File: src/rtl/game_screen_ctrl.sv
// Screen sequencer for the runner game: title -> play -> dying -> game-over.
// Drives the game run/reset strobes and selects the final pixel colour on vsync-timed frames.
module game_screen_ctrl #(
    parameter int unsigned DYING_FRAMES = 60,
    parameter int unsigned FLASH_FRAMES = 8,
    parameter int unsigned FADE_FRAMES  = 4,
    parameter int unsigned PIPE_DELAY   = 2,
    parameter logic [11:0] TITLE_COLOR  = 12'h00F,
    parameter logic [11:0] FLASH_COLOR  = 12'hF00
) (
    input  logic        system_clock_in,
    input  logic        reset_in,
    input  logic        vsync,
    input  logic        blank,
    input  logic        start_btn,
    input  logic        player_dead,
    input  logic [11:0] game_rgb,
    input  logic [11:0] gameover_rgb,
    output logic [11:0] rgb_out,
    output logic [1:0]  state_out,
    output logic        game_run,
    output logic        game_reset
);

    localparam int unsigned MAX_FRAMES = (DYING_FRAMES > FADE_FRAMES) ? DYING_FRAMES : FADE_FRAMES;
    localparam int unsigned FCW        = $clog2(MAX_FRAMES) + 1;
    localparam int unsigned LVLW       = 4;
    localparam int unsigned RGBW       = 12;

    typedef enum logic [1:0] {
        ST_TITLE    = 2'd0,
        ST_PLAY     = 2'd1,
        ST_DYING    = 2'd2,
        ST_GAMEOVER = 2'd3
    } state_e;

    state_e            state_q, state_d;
    logic [FCW-1:0]    frame_cnt_q, frame_cnt_d;
    logic [LVLW-1:0]   fade_lvl_q, fade_lvl_d;
    logic              flash_q, flash_d;
    logic              vsync_q, start_q;
    logic [RGBW-1:0]   rgb_q, rgb_d;
    logic              game_run_q, game_run_d;
    logic              game_reset_q, game_reset_d;
    logic [RGBW-1:0]   fade_rgb;
    logic              blank_d;
    logic              frame_tick;
    logic              start_rise;
    logic [31:0]       cnt_inc;

    assign frame_tick = vsync_q & ~vsync;
    assign start_rise = ~start_q & start_btn;
    assign cnt_inc    = 32'(frame_cnt_q) + 32'd1;

    assign rgb_out    = rgb_q;
    assign state_out  = state_q;
    assign game_run   = game_run_q;
    assign game_reset = game_reset_q;

    // Align blank with the renderer pixel latency
    if (PIPE_DELAY == 0) begin : g_no_pipe
        assign blank_d = blank;
    end else begin : g_pipe
        logic [PIPE_DELAY-1:0] blank_pipe_q, blank_pipe_d;
        assign blank_pipe_d = (blank_pipe_q << 1) | PIPE_DELAY'(blank);
        assign blank_d      = blank_pipe_q[PIPE_DELAY-1];
        always_ff @(posedge system_clock_in) begin
            if (reset_in) blank_pipe_q <= '0;
            else          blank_pipe_q <= blank_pipe_d;
        end
    end

    // State register
    always_ff @(posedge system_clock_in) begin
        if (reset_in) state_q <= ST_TITLE;
        else          state_q <= state_d;
    end

    // Next-state and frame counters
    always_comb begin
        state_d     = state_q;
        frame_cnt_d = frame_cnt_q;
        fade_lvl_d  = fade_lvl_q;
        flash_d     = flash_q;
        case (state_q)
            ST_TITLE: begin
                if (start_rise) begin
                    state_d     = ST_PLAY;
                    frame_cnt_d = '0;
                end
            end
            ST_PLAY: begin
                if (player_dead) begin
                    state_d     = ST_DYING;
                    frame_cnt_d = '0;
                    flash_d     = 1'b0;
                end
            end
            ST_DYING: begin
                if (frame_tick) begin
                    frame_cnt_d = FCW'(cnt_inc);
                    if ((cnt_inc % FLASH_FRAMES) == 32'd0) flash_d = ~flash_q;
                    if (cnt_inc == DYING_FRAMES) begin
                        state_d     = ST_GAMEOVER;
                        frame_cnt_d = '0;
                        fade_lvl_d  = '0;
                    end
                end
            end
            ST_GAMEOVER: begin
                if (frame_tick) begin
                    if (cnt_inc == FADE_FRAMES) begin
                        frame_cnt_d = '0;
                        if (fade_lvl_q != 4'd15) fade_lvl_d = fade_lvl_q + 4'd1;
                    end else begin
                        frame_cnt_d = FCW'(cnt_inc);
                    end
                end
                // Presses before the image is fully faded in are dropped
                if (start_rise && (fade_lvl_q == 4'd15)) begin
                    state_d     = ST_PLAY;
                    frame_cnt_d = '0;
                end
            end
        endcase
    end

    // Per-channel fade: (c * (lvl+1)) >> 4, level 15 is a passthrough
    always_comb begin
        logic [7:0] prod;
        fade_rgb = '0;
        prod     = '0;
        for (int ch = 0; ch < 3; ch++) begin
            prod = 8'(gameover_rgb[ch*4 +: 4]) * (8'(fade_lvl_q) + 8'd1);
            fade_rgb[ch*4 +: 4] = prod[7:4];
        end
    end

    // Outputs
    always_comb begin
        game_run_d   = (state_d == ST_PLAY);
        game_reset_d = (state_d == ST_PLAY) && (state_q != ST_PLAY);
        rgb_d        = '0;
        if (!blank_d) begin
            case (state_q)
                ST_TITLE:    rgb_d = TITLE_COLOR;
                ST_PLAY:     rgb_d = game_rgb;
                ST_DYING:    rgb_d = flash_q ? FLASH_COLOR : game_rgb;
                ST_GAMEOVER: rgb_d = fade_rgb;
            endcase
        end
    end

    // Datapath and output registers
    always_ff @(posedge system_clock_in) begin
        if (reset_in) begin
            frame_cnt_q  <= '0;
            fade_lvl_q   <= '0;
            flash_q      <= 1'b0;
            vsync_q      <= 1'b1;
            start_q      <= 1'b1;
            rgb_q        <= '0;
            game_run_q   <= 1'b0;
            game_reset_q <= 1'b1;
        end else begin
            frame_cnt_q  <= frame_cnt_d;
            fade_lvl_q   <= fade_lvl_d;
            flash_q      <= flash_d;
            vsync_q      <= vsync;
            start_q      <= start_btn;
            rgb_q        <= rgb_d;
            game_run_q   <= game_run_d;
            game_reset_q <= game_reset_d;
        end
    end

endmodule

File: config.mk
export PLATFORM = sky130hd
export DESIGN_NAME = game_screen_ctrl
export DESIGN_NICKNAME = d
export VERILOG_FILES = /design/src/rtl/game_screen_ctrl.sv
export SDC_FILE = /design/constraint.sdc
export NUM_CORES = 1
export LEC_CHECK = 0
export CORE_UTILIZATION = 67
export CTS_BUF_LIST = sky130_fd_sc_hd__clkbuf_4
export DETAILED_ROUTE_END_ITERATION = 6
export DONT_BUFFER_PORTS = 1
export MAX_ROUTING_LAYER = met4
export PLACE_DENSITY = 0.83
export REMOVE_ABC_BUFFERS = 1
export SYNTH_ARGS = -nofsm -noshare
export SYNTH_HDL_FRONTEND = slang
export SYNTH_SLANG_ARGS = --single-unit
File: constraint.sdc
create_clock -name system_clock_in -period 4.65 [get_ports system_clock_in]
set_clock_uncertainty 0.2 [all_clocks]
set_input_delay 0.2325 -clock system_clock_in [delete_from_list [all_inputs] [get_ports system_clock_in]]
set_output_delay 0.2325 -clock system_clock_in [all_outputs]
set_load 0.005 [all_outputs]
==> metrics.csv <==
stage,metric,value,unit
cts,insertion delay to the later sink of the worst-skew pair,0.35,ns
critical_path,maximum fanout count along the critical path,13,
placed_design,weighted congestion at the end of routability-driven global placement,0.913,
synth,area of the mapped netlist,3000,sq um
cts,CTS max path bufs,2,
power_and_ir_drop,Logic pwr share,0.113,
die,top-level port count,46,
sta,total setup violations reported at the end of the flow,0,
drt,total via count after detailed routing,2755,
synth,Yosys warning count,0,
power_and_ir_drop,Leakage Power,1.45,nW
critical_path,Critical Path AT,4.15,ns
power_and_ir_drop,sw frac,0.263,
placed_design,port bufs,0,
run,number of max-cap violations,0,
power_and_ir_drop,largest vdd supply drop,0.113,mV
global_routing,Overflow after GRT,0,
drt,Avg Vias per Cell,6.25,
cts,H-Tree Level Count,2,
cts,CTS buffer count,5,
synth,"EDFF count, synth",0,
global_routing,number of global-route vias before repair,2681,
cts,clk sink count,32,
die,area of the die,4760,sq um
hold_path,min-delay worst type,in -> reg,
sta,period utilisation layout,0.884,
layout,final standard cell utilization of the core,0.789,
sta,f_max,0.243,GHz
critical_path,flop2flop setup slack,0.54,ns
placed_design,number of placed cells counting well taps,415,
cts,root buffer selected by CTS,sky130_fd_sc_hd__clkbuf_4,
die,area of the core region,4140,sq um
placed_design,Place WS,0.617,ns
global_routing,maximum number of pins on one net before global-route repair,24,
die,chip width,69.0,um
layout,fill cell instance count of the final layout,288,
sta,slew at the pin closest to its max-slew limit,0.939,ns
drt,DRT Wirelength,7510,um
critical_path,Crit path required time,4.69,ns
sta,Max Slew Vio Count,0,
layout,final non-filler cell total,441,
sta,RSZ-0062 raised after global routing,false,
sta,final setup margin,0.540,ns
layout,diodes inserted,0,
power_and_ir_drop,sequential fraction of design power,0.507,
critical_path,type of origin of the critical path,flop,
sta,post-layout min period,4.11,ns
layout,post-route design area,3270,sq um
drt,Routed wire per std cell,17.0,um
layout,Final #Nets,465,
synth,most instantiated flip-flop cell in the synthesis netlist,sky130_fd_sc_hd__dfxtp_1,
critical_path,Setup Crit Path Kind,reg -> reg,
synth,Unique masters post-synth,59,
global_routing,global-route wire length before repair,12100,um
global_routing,initial antenna violation count,0,
die,initial standard-cell utilization of the core,0.725,
sta,normalized max-slew margin,0.374,
cts,CTS tree,yes,
global_routing,overall track demand over capacity in global routing,0.354,
die,die span in y,69.0,um
cts,"CTS clk-pin slew, worst paths",0.11,ns
sta,total negative slack for setup checks,0,ns
power_and_ir_drop,ratio of total power to cell area,175,nW/um^2
power_and_ir_drop,Pint,0.421,mW
drt,"antenna viol nets, final",0,
synth,number of cells produced by synthesis,378,
placed_design,placement-stage cell area,3010,sq um
die,Row Count,23,
drt,DR pass1 iterations,5,
synth,mean instance size in the synthesized netlist,7.95,sq um
layout,area grow syn2layout,8.79,%
sta,count of final hold-check violations,0,
cts,PostCTS Resize Cnt,0,
synth,Synth async-reset ratio,0,
drt,DR iter-0 viols,176,
layout,proportion of layout cells with a drive suffix above 1,0.0563,
synth,post-synthesis sequential element count,32,
power_and_ir_drop,clock share of power,0.380,
critical_path,crit end category,flop,
status,status,"complete, no violations",
placed_design,post-detail-place hpwl,5360,um
drt,DRC viols,0,
power_and_ir_drop,power spent charging and discharging nets,0.150,mW
synth,sequential fraction of the synthesis area,0.213,
## state kept, by name, summed over array words and instances (netlist names)
register,cells
state_out,2
flash_q,1
vsync_q,1
fade_lvl_q,4
game_reset,1
start_q,1
frame_cnt_q,7
g_pipe.blank_pipe_q,2
game_run,1
rgb_out,12
## per-layer routing
layer	up-vias	track usage	share of wire
li1	1333	-	-
met2	136	0.584	0.49
met1	1253	0.407	0.39
met5	-	-	0
met4	0	0.168	0.035
met3	33	0.0773	0.084
## placed cells by master (no fill, tap or decap), types with 5 or more instances in the layout
cell / count
sky130_fd_sc_hd__a21oi_1: 22
sky130_fd_sc_hd__a31oi_1: 6
sky130_fd_sc_hd__and2_1: 28
sky130_fd_sc_hd__buf_4: 5
sky130_fd_sc_hd__clkbuf_4: 5
sky130_fd_sc_hd__dfxtp_1: 32
sky130_fd_sc_hd__dlygate4sd3_1: 18
sky130_fd_sc_hd__fa_1: 15
sky130_fd_sc_hd__ha_1: 30
sky130_fd_sc_hd__inv_1: 27
sky130_fd_sc_hd__nand2_1: 47
sky130_fd_sc_hd__nand2b_1: 5
sky130_fd_sc_hd__nand3_1: 9
sky130_fd_sc_hd__nand4_1: 6
sky130_fd_sc_hd__nor2_1: 27
sky130_fd_sc_hd__nor2b_1: 9
sky130_fd_sc_hd__nor3_1: 9
sky130_fd_sc_hd__o21ai_0: 9
sky130_fd_sc_hd__o22ai_1: 5
sky130_fd_sc_hd__xnor2_1: 11
## Yosys cell counts (all sizes together), types with 6 or more instances
library cell | n | area, sq um
dfxtp | 32 | 641
nor3 | 9 | 45.0
clkbuf | 8 | 30.0
xnor2 | 11 | 96.3
nor2 | 28 | 108
nand4 | 6 | 37.5
a31oi | 6 | 37.5
ha | 30 | 375
nor2b | 9 | 56.3
nand2 | 47 | 176
and2 | 28 | 175
a21oi | 22 | 110
o21ai | 10 | 50.0
inv | 27 | 101
nand3 | 9 | 45.0
buf | 10 | 61.3
fa | 15 | 300
## stage by stage
stage	total power [mW]	hold slack, ns
after floorplan	0.329	0.102
after global placement	0.341	0.105
after CTS	0.569	0.0210
final	0.571	0.0249
after detailed placement	0.343	0.106
after global routing	0.591	0.0308
## final cells by class
class	count	area, sq um	share of cell area
timing repair buffer	23	218	0.0666
multi-input combinational	301	2170	0.664
clock inverter	3	37.5	0.0115
tap	50	62.6	0.0191
clock buffer	5	37.5	0.0115
sequential	32	641	0.196
inverter	27	101	0.0310
## power by group through the flow
| stage | Clock [mW] | Sequential (mW) | Combinational, mW |
|---|---|---|---|
| 2_1_floorplan | 0 | 0.296 | 0.0336 |
| 3_3_place_gp | 0 | 0.296 | 0.0458 |
| 3_5_place_dp | 0 | 0.296 | 0.0467 |
| 4_1_cts | 0.217 | 0.289 | 0.0621 |
| 5_1_grt | 0.229 | 0.291 | 0.0704 |
| 6_report | 0.217 | 0.290 | 0.0643 |
## worst paths after layout
check,from,to,cells past startpoint
setup / recovery,fade_lvl_q[0]$_SDFFE_PP0P_,rgb_out[3]$_SDFF_PP0_,13
hold / removal,reset_in,rgb_out[2]$_SDFF_PP0_,2
setup reg to reg,fade_lvl_q[0]$_SDFFE_PP0P_,rgb_out[3]$_SDFF_PP0_,13
hold reg to reg,g_pipe.blank_pipe_q[0]$_SDFF_PP0_,g_pipe.blank_pipe_q[1]$_SDFF_PP0_,1
## worst max-delay path, stage by stage, from the launching register on
cell,delay [ns]
sky130_fd_sc_hd__dfxtp_1,0.61
sky130_fd_sc_hd__ha_1,0.46
sky130_fd_sc_hd__and2_1,0.26
sky130_fd_sc_hd__fa_1,0.54
sky130_fd_sc_hd__inv_1,0.06
sky130_fd_sc_hd__fa_1,0.53
sky130_fd_sc_hd__inv_1,0.04
sky130_fd_sc_hd__ha_1,0.34
sky130_fd_sc_hd__nand4b_1,0.14
sky130_fd_sc_hd__o211ai_1,0.31
sky130_fd_sc_hd__o21a_1,0.18
sky130_fd_sc_hd__nor2_1,0.06
sky130_fd_sc_hd__xnor2_1,0.18
sky130_fd_sc_hd__o22ai_1,0.09
## what timing repair did
action,CTS,global route
buffers inserted,0,0
endpoints found under the hold margin,31,0
hold buffers,18,0
endpoints found under the setup margin,0,0
## cells by family (layout without fill, tap and decap cells)
logic type | Yosys count | after routing | synth area share
AND/OR/NAND/NOR | 164 | 164 | 0.279
AO/OA/AOI/OAI | 73 | 73 | 0.161
adder cells (fa/ha/maj) | 45 | 45 | 0.225
buffers and inverters | 45 | 58 | 0.0641
flip-flops | 32 | 32 | 0.213
XOR/XNOR | 15 | 15 | 0.0437
multiplexers | 4 | 4 | 0.0142
Power figures use the tool's default switching activity.
